--- config.mk ---
export PLATFORM = sky130hd
export DESIGN_NAME = shift_sequencer
export DESIGN_NICKNAME = d
export VERILOG_FILES = /design/src/rtl/shift_sequencer_pkg.sv /design/src/rtl/shift_sequencer.sv
export SDC_FILE = /design/constraint.sdc
export NUM_CORES = 1
export LEC_CHECK = 0
export CORE_AREA = 2 2 61 63
export DETAILED_ROUTE_END_ITERATION = 7
export DIE_AREA = 0 0 63 65
export SYNTH_ARGS = -nofsm -noshare
export SYNTH_HDL_FRONTEND = slang
export SYNTH_SLANG_ARGS = --single-unit
--- constraint.sdc ---
create_clock -name i_clock -period 2.6 [get_ports i_clock]
set_input_delay 0.65 -clock i_clock [delete_from_list [all_inputs] [get_ports i_clock]]
set_output_delay 0.65 -clock i_clock [all_outputs]
set_load 0.01 [all_outputs]
--- src/rtl/shift_sequencer_pkg.sv ---
// Shared definitions for the shift sequencer and its single-bit shifter partner:
// controller state encoding and the amount-width helper.
`default_nettype none

package shift_sequencer_pkg;

  localparam logic [1:0] ST_IDLE  = 2'd0;
  localparam logic [1:0] ST_ISSUE = 2'd1;
  localparam logic [1:0] ST_WAIT  = 2'd2;
  localparam logic [1:0] ST_DONE  = 2'd3;

  // One extra bit so that an amount equal to the data width is representable.
  function automatic int amount_width(input int n);
    return $clog2(n) + 1;
  endfunction

endpackage

`default_nettype wire

--- src/rtl/shift_sequencer.sv ---
// Multi-bit shift/rotate sequencer: drives an external single-bit shifter once per
// requested step and reports the final value with a one-cycle finished pulse.
`default_nettype none

module shift_sequencer
  import shift_sequencer_pkg::*;
#(
  parameter int N = 4,
  parameter int W = amount_width(N)
) (
  input  logic         i_clock,
  input  logic         i_reset,
  input  logic         i_start,
  output logic         o_finished,
  input  logic         i_left,
  input  logic         i_rotate,
  input  logic [W-1:0] i_amount,
  input  logic [N-1:0] i_value,
  output logic [N-1:0] o_value,
  output logic         o_sh_start,
  input  logic         i_sh_finished,
  output logic         o_sh_left,
  output logic         o_sh_rotate,
  output logic [N-1:0] o_sh_value,
  input  logic [N-1:0] i_sh_value
);

  logic [1:0]   state;
  logic [1:0]   next_state;
  logic [W-1:0] count;
  logic [N-1:0] work;
  logic         left_q;
  logic         rotate_q;
  logic [N-1:0] result;
  logic         last_step;

  assign last_step = (count == W'(1));

  always_ff @(posedge i_clock or negedge i_reset) begin
    if (!i_reset)
      state <= ST_IDLE;
    else
      state <= next_state;
  end

  always_comb begin
    next_state = state;
    case (state)
      ST_IDLE: begin
        if (i_start)
          next_state = (i_amount == '0) ? ST_DONE : ST_ISSUE;
      end
      ST_ISSUE: next_state = ST_WAIT;
      ST_WAIT: begin
        if (i_sh_finished)
          next_state = last_step ? ST_DONE : ST_ISSUE;
      end
      ST_DONE:  next_state = ST_IDLE;
      default:  next_state = ST_IDLE;
    endcase
  end

  always_comb begin
    o_sh_start = (state == ST_ISSUE);
    o_finished = (state == ST_DONE);
  end

  // Zero amounts never reach WAIT, so count is at least 1 whenever it decrements.
  always_ff @(posedge i_clock or negedge i_reset) begin
    if (!i_reset) begin
      count    <= '0;
      work     <= '0;
      left_q   <= 1'b0;
      rotate_q <= 1'b0;
      result   <= '0;
    end else begin
      case (state)
        ST_IDLE: begin
          if (i_start) begin
            if (i_amount != '0) begin
              count    <= i_amount;
              work     <= i_value;
              left_q   <= i_left;
              rotate_q <= i_rotate;
            end else begin
              result <= i_value;
            end
          end
        end
        ST_WAIT: begin
          if (i_sh_finished) begin
            work  <= i_sh_value;
            count <= count - W'(1);
            if (last_step)
              result <= i_sh_value;
          end
        end
        default: ;
      endcase
    end
  end

  assign o_value     = result;
  assign o_sh_left   = left_q;
  assign o_sh_rotate = rotate_q;
  assign o_sh_value  = work;

endmodule

`default_nettype wire

==> flow_metrics.py, run 1 <==
metrics = {
    "outcome": {
        "status": "completed",
    },
    "place": {
        "placed_cell_area_sq_um": 1140,
        "hpwl_mm": 1.36,
        "dp_cells": 138,
        "io_buffer_count": 28,
        "gp_congestion": 0.824,
    },
    "cts": {
        "h-tree-depth": 1,
        "cts_tree": "done",
        "cts_inserted_buffers": 3,
        "cts_buffer_depth": 2,
        "cts.clk_slew.worst_paths_ns": 0.08,
        "clk-insertion-delay-late_ns": 0.27,
        "clock-sinks": 15,
        "cts_setup_buffers": 0,
        "root_buffer": "clkbuf_4",
        "ctsHoldBuffers": 0,
        "cts.repair.resized": 0,
    },
    "floorplanning": {
        "start_util": 0.234,
        "num_rows": 22,
        "die_w_microns": 63,
        "dieArea_sq_um": 4100,
        "core-area_sq_um": 3500,
        "die_h_microns": 65,
        "io_pins": 29,
    },
    "layout": {
        "fin_cells": 142,
        "drive_above_1_share": 0.245,
        "nets": 114,
        "post-route-cell-area_sq_um": 1160,
        "n_fill_cell": 373,
        "antenna-diode-count": 0,
        "area_growth_pct": 42.4,
    },
    "yosys": {
        "synth_area_leader_cell": "dfrtp_1",
        "netlist_area_sq_um": 818,
        "syn_nets": 84,
        "ys_top_cells_by_count": "15 x dfrtp_1, 14 x mux2_2, 6 x inv_1",
        "synth_warnings": 0,
        "netlist-cell-type-count": 27,
        "synth_edf_count": 0,
        "netlist.area_leader.share": 0.459,
        "ys.flop_type": "dfrtp_1",
        "synthTopCellsByArea": "dfrtp_1 46%, mux2_2 19%, a2111oi_0 3.2%",
        "synth.most_common_cell": "dfrtp_1",
        "syn_area_per_cell_sq_um": 12.6,
        "synth-seq-cells": 15,
        "yosysSeqAreaShare": 0.459,
        "synthArstFlopShare": 1.00,
        "synth_cells": 65,
    },
    "global_routing": {
        "grt_overflow": 0,
        "grt_antenna_before_repair": 0,
        "grt_pass1_vias": 624,
        "track_usage": 0.0849,
        "grt_pass1_wl_mm": 2.70,
        "grt_max_degree": 16,
    },
    "sta": {
        "maxSlewViolCount": 0,
        "finalSetupViolCount": 0,
        "post-route-period-util": 0.865,
        "max_clock_freq_mhz": 445,
        "rsz0062_at_grt": "false",
        "relSlewSlack": 0.546,
        "period_minus_slack_ns": 2.25,
        "clock_skew_ns": 0.00296,
        "tightest_slew_ns": 0.679,
        "hold_violations": 0,
        "tns_ns": 0,
        "hold_slack_ns": 0.513,
    },
    "route": {
        "drt_iter0_drc": 12,
        "drt-vias-per-instance": 4.32,
        "first_pass_iters": 4,
        "final_antenna_net_count": 0,
        "routed_wl_mm": 1.67,
        "drc": 0,
        "wire_per_inst_microns": 11.7,
        "vias": 614,
    },
    "job": {
        "cap_viol_max_count": 0,
    },
    "worst_setup_path": {
        "worst-setup-path-type": "reg -> out",
        "reg2regPathDepth": 3,
        "critPathLaunch": "state[1]",
        "required_ns": 1.95,
        "cp.arrival_ns": 1.60,
        "critPathMaxFanout": 11,
        "cp-start-kind": "register",
        "r2r_end": "o_sh_value[0]",
        "reg2reg_from": "state[1]",
        "ff2ff_setup_slack_ns": 0.59,
        "endpoint_kind": "output pin",
    },
    "hold_path": {
        "min_to": "o_value[2]",
        "whs_path_depth": 1,
        "min_from": "o_value[2]",
        "worstHoldPathType": "reg -> reg",
    },
    "power": {
        "finalPower_w": 0.00119,
        "leakage_nw": 0.466,
        "ir_drop_mv": 0.401,
        "powerDensity_nw_per_um2": 1020,
    },
}
## registers in the layout, indices dropped and copies added, names as in the netlist
name and cells:
o_sh_left 1, o_value 4, state 2, count 3, o_sh_value 4, o_sh_rotate 1
## worst max-delay path, cell delays in order, from the launching register on
cell	delay [ns]
dfrtp_1	0.58
and2_2	0.22
clkdlybuf4s50_1	0.53
## layout by cell type, fill, tap and decap left out
master / count
mux2i_1: 2
nor2b_1: 2
a211oi_1: 1
clkdlybuf4s50_1: 28
o21bai_1: 2
mux2i_2: 1
a2bb2oi_1: 1
nand2b_1: 1
clkbuf_1: 1
nor4_4: 1
nor2_1: 1
ha_1: 2
nor3_4: 1
a32oi_2: 1
o21ai_0: 1
mux2_2: 14
nor3b_1: 1
dfrtp_1: 15
nor3_1: 1
nand3b_1: 1
inv_1: 6
clkbuf_4: 3
and2b_2: 1
nand2_1: 1
and2_2: 1
a2111oi_0: 3
a21oi_1: 1
## area by class of cell
class / instances / area [sq um] / area share
clock buffers: 4 / 26.3 / 0.0226
inverters: 6 / 22.5 / 0.0193
multi-input cells: 41 / 400 / 0.344
flip-flops and latches: 15 / 375 / 0.322
well taps: 48 / 60.1 / 0.0516
repair buffers: 28 / 280 / 0.241
## how the worst max path moves through the flow
stage / end / slack, ns / depth (start not counted)
floorplan: o_sh_left / 1.05 / 3
global placement: o_sh_rotate / 0.40 / 4
detailed placement: o_sh_rotate / 0.39 / 4
CTS: o_finished / 0.32 / 2
global route: o_finished / 0.26 / 2
finish: o_finished / 0.35 / 2
## cell families after synthesis
logic type / after synthesis / synth area share
compound gates: 10 / 0.102
mux: 17 / 0.234
buf+inv: 9 / 0.0520
fa+ha+maj: 2 / 0.0306
simple gates: 12 / 0.122
flops: 15 / 0.459
## metrics by stage
stage,setup slack [ns],util
2_1_floorplan,1.05,-
3_3_place_gp,0.404,0.326
3_5_place_dp,0.387,0.326
4_1_cts,0.324,0.333
5_1_grt,0.263,0.333
6_report,0.352,0.333
## where the power goes
| group | internal [W] | switching, W |
|---|---|---|
| clock network | 0.0000594 | 0.0000664 |
| logic | 0.000370 | 0.000245 |
| registers | 0.000350 | 0.0000997 |
## per-layer routing
layer | wire, microns | GRT usage | vias to the layer above
met3 | 117 | 0.0278 | 2
met1 | 732 | 0.0984 | 302
met5 | 0 | 0 | -
met4 | 17 | 0.0417 | 0
li1 | - | - | 290
met2 | 797 | 0.141 | 20
(Power assumes the default switching activity.)
==> run 2: changes to the inputs <==
- DONT_BUFFER_PORTS: unset -> 1
==> flow_metrics.py, run 2 (synthesis gave the netlist of run 1 again) <==
metrics = {
    "cts": {
        "cts_buffer_depth": 2,
        "cts_inserted_buffers": 3,
        "clock-sinks": 15,
        "root_buffer": "clkbuf_4",
        "cts_setup_buffers": 0,
        "cts.repair.resized": 0,
        "ctsHoldBuffers": 0,
        "cts.clk_slew.worst_paths_ns": 0.09,
        "h-tree-depth": 1,
        "clk-insertion-delay-late_ns": 0.28,
        "cts_tree": "done",
    },
    "place": {
        "placed_cell_area_sq_um": 858,
        "pre_cts_ws_ns": 0.673,
        "io_buffer_count": 0,
        "hpwl_mm": 1.30,
        "gp_congestion": 0.815,
    },
    "floorplanning": {
        "num_rows": 22,
        "dieArea_sq_um": 4100,
        "io_pins": 29,
        "die_w_microns": 63,
        "start_util": 0.234,
        "core-area_sq_um": 3500,
        "die_h_microns": 65,
    },
    "sta": {
        "relSlewSlack": 0.584,
        "tightest_slew_ns": 0.622,
        "rsz0062_at_grt": "false",
        "max_clock_freq_mhz": 511,
        "clock_skew_ns": 0.00710,
        "period_minus_slack_ns": 1.96,
        "setup_ws_ns": 0.642,
        "finalSetupViolCount": 0,
        "hold_violations": 0,
        "post-route-period-util": 0.753,
        "tns_ns": 0,
        "maxSlewViolCount": 0,
    },
    "job": {
        "cap_viol_max_count": 0,
    },
    "worst_setup_path": {
        "max_stage_delay_ns": 0.59,
        "required_ns": 2.76,
        "cp-start-kind": "register",
        "crit_chain": "nor2b_1 -> mux2_2 -> mux2_2",
        "endpoint_kind": "register",
        "worst-setup-path-type": "reg -> reg",
        "cp_top_family": "multiplexers",
        "slowest_stage": "dfrtp_1",
        "critPathMaxFanout": 11,
        "critPathMostFrequentCell": "mux2_2",
        "path_buf_inv": 0,
        "cp.arrival_ns": 2.12,
    },
    "global_routing": {
        "grt_pass1_vias": 532,
        "grt_overflow": 0,
        "grt_pass1_wl_mm": 2.64,
        "grt_max_degree": 16,
        "grt_antenna_before_repair": 0,
        "track_usage": 0.0834,
    },
    "power": {
        "leakage_nw": 0.360,
        "ir_drop_mv": 0.448,
        "powerDensity_nw_per_um2": 1120,
        "finalPower_w": 0.000994,
    },
    "route": {
        "wire_per_inst_microns": 13.9,
        "first_pass_iters": 4,
        "drt_iter0_drc": 9,
        "drc": 0,
        "routed_wl_mm": 1.59,
        "drt-vias-per-instance": 4.46,
        "final_antenna_net_count": 0,
        "vias": 509,
    },
    "layout": {
        "post-route-cell-area_sq_um": 886,
        "antenna-diode-count": 0,
        "final_common_cell": "dfrtp_1",
        "drive_above_1_share": 0.364,
        "nets": 86,
        "area_growth_pct": 8.26,
        "final_cell_mix": "15 x dfrtp_1, 14 x mux2_2, 6 x inv_1",
    },
    "outcome": {
        "status": "completed",
    },
    "hold_path": {
        "worstHoldPathType": "in -> async",
    },
}
## run 2: changes by cell type in the layout (fill, tap and decap cells not counted)
cell	before	now
clkbuf_1	1	0
clkinv_2	0	1
clkdlybuf4s50_1	28	0
## run 2: layer usage
layer	vias to the layer above	global-route usage	part of all wire
met4	0	0.0417	0.0088
met2	20	0.133	0.46
li1	236	-	-
met3	2	0.0243	0.077
met5	-	0	0
met1	251	0.102	0.45
## run 2: stage by stage
step                      cells  hold WS (ns)  utilization
after floorplan              65         0.354            -
after global placement      110         0.355        0.246
after detailed placement    110         0.355        0.246
after CTS                   114        0.0414        0.253
after global routing        114        0.0201        0.253
final                       114        0.0529        0.253
## run 2: path summary, 6_finish.rpt
kind	cells after the start	slack [ns]	startpoint	end
worst max register to register	3	0.64	state[1]	o_sh_value[0]
worst min register to register	2	0.56	count[1]	count[1]
worst max-delay path	3	0.64	state[1]	o_sh_value[0]
worst min-delay path	0	0.05	i_reset	o_sh_value[1]
min in group i_clock	1	0.52	i_left	o_sh_left
max in group asynchronous	0	2.47	i_reset	state[1]
## run 2: power by group
group	internal, W	switching [W]
registers	0.000351	0.000157
clock network	0.0000570	0.0000710
logic	0.000203	0.000156
total	0.000610	0.000384
## run 2: area by class of cell
cell class / instances / area, sq um
Fill cell: 377 / 2610
Multi-Input combinational cell: 41 / 400
Sequential cell: 15 / 375
Tap cell: 48 / 60.1
Clock buffer: 3 / 22.5
Inverter: 6 / 22.5
Clock inverter: 1 / 5.00
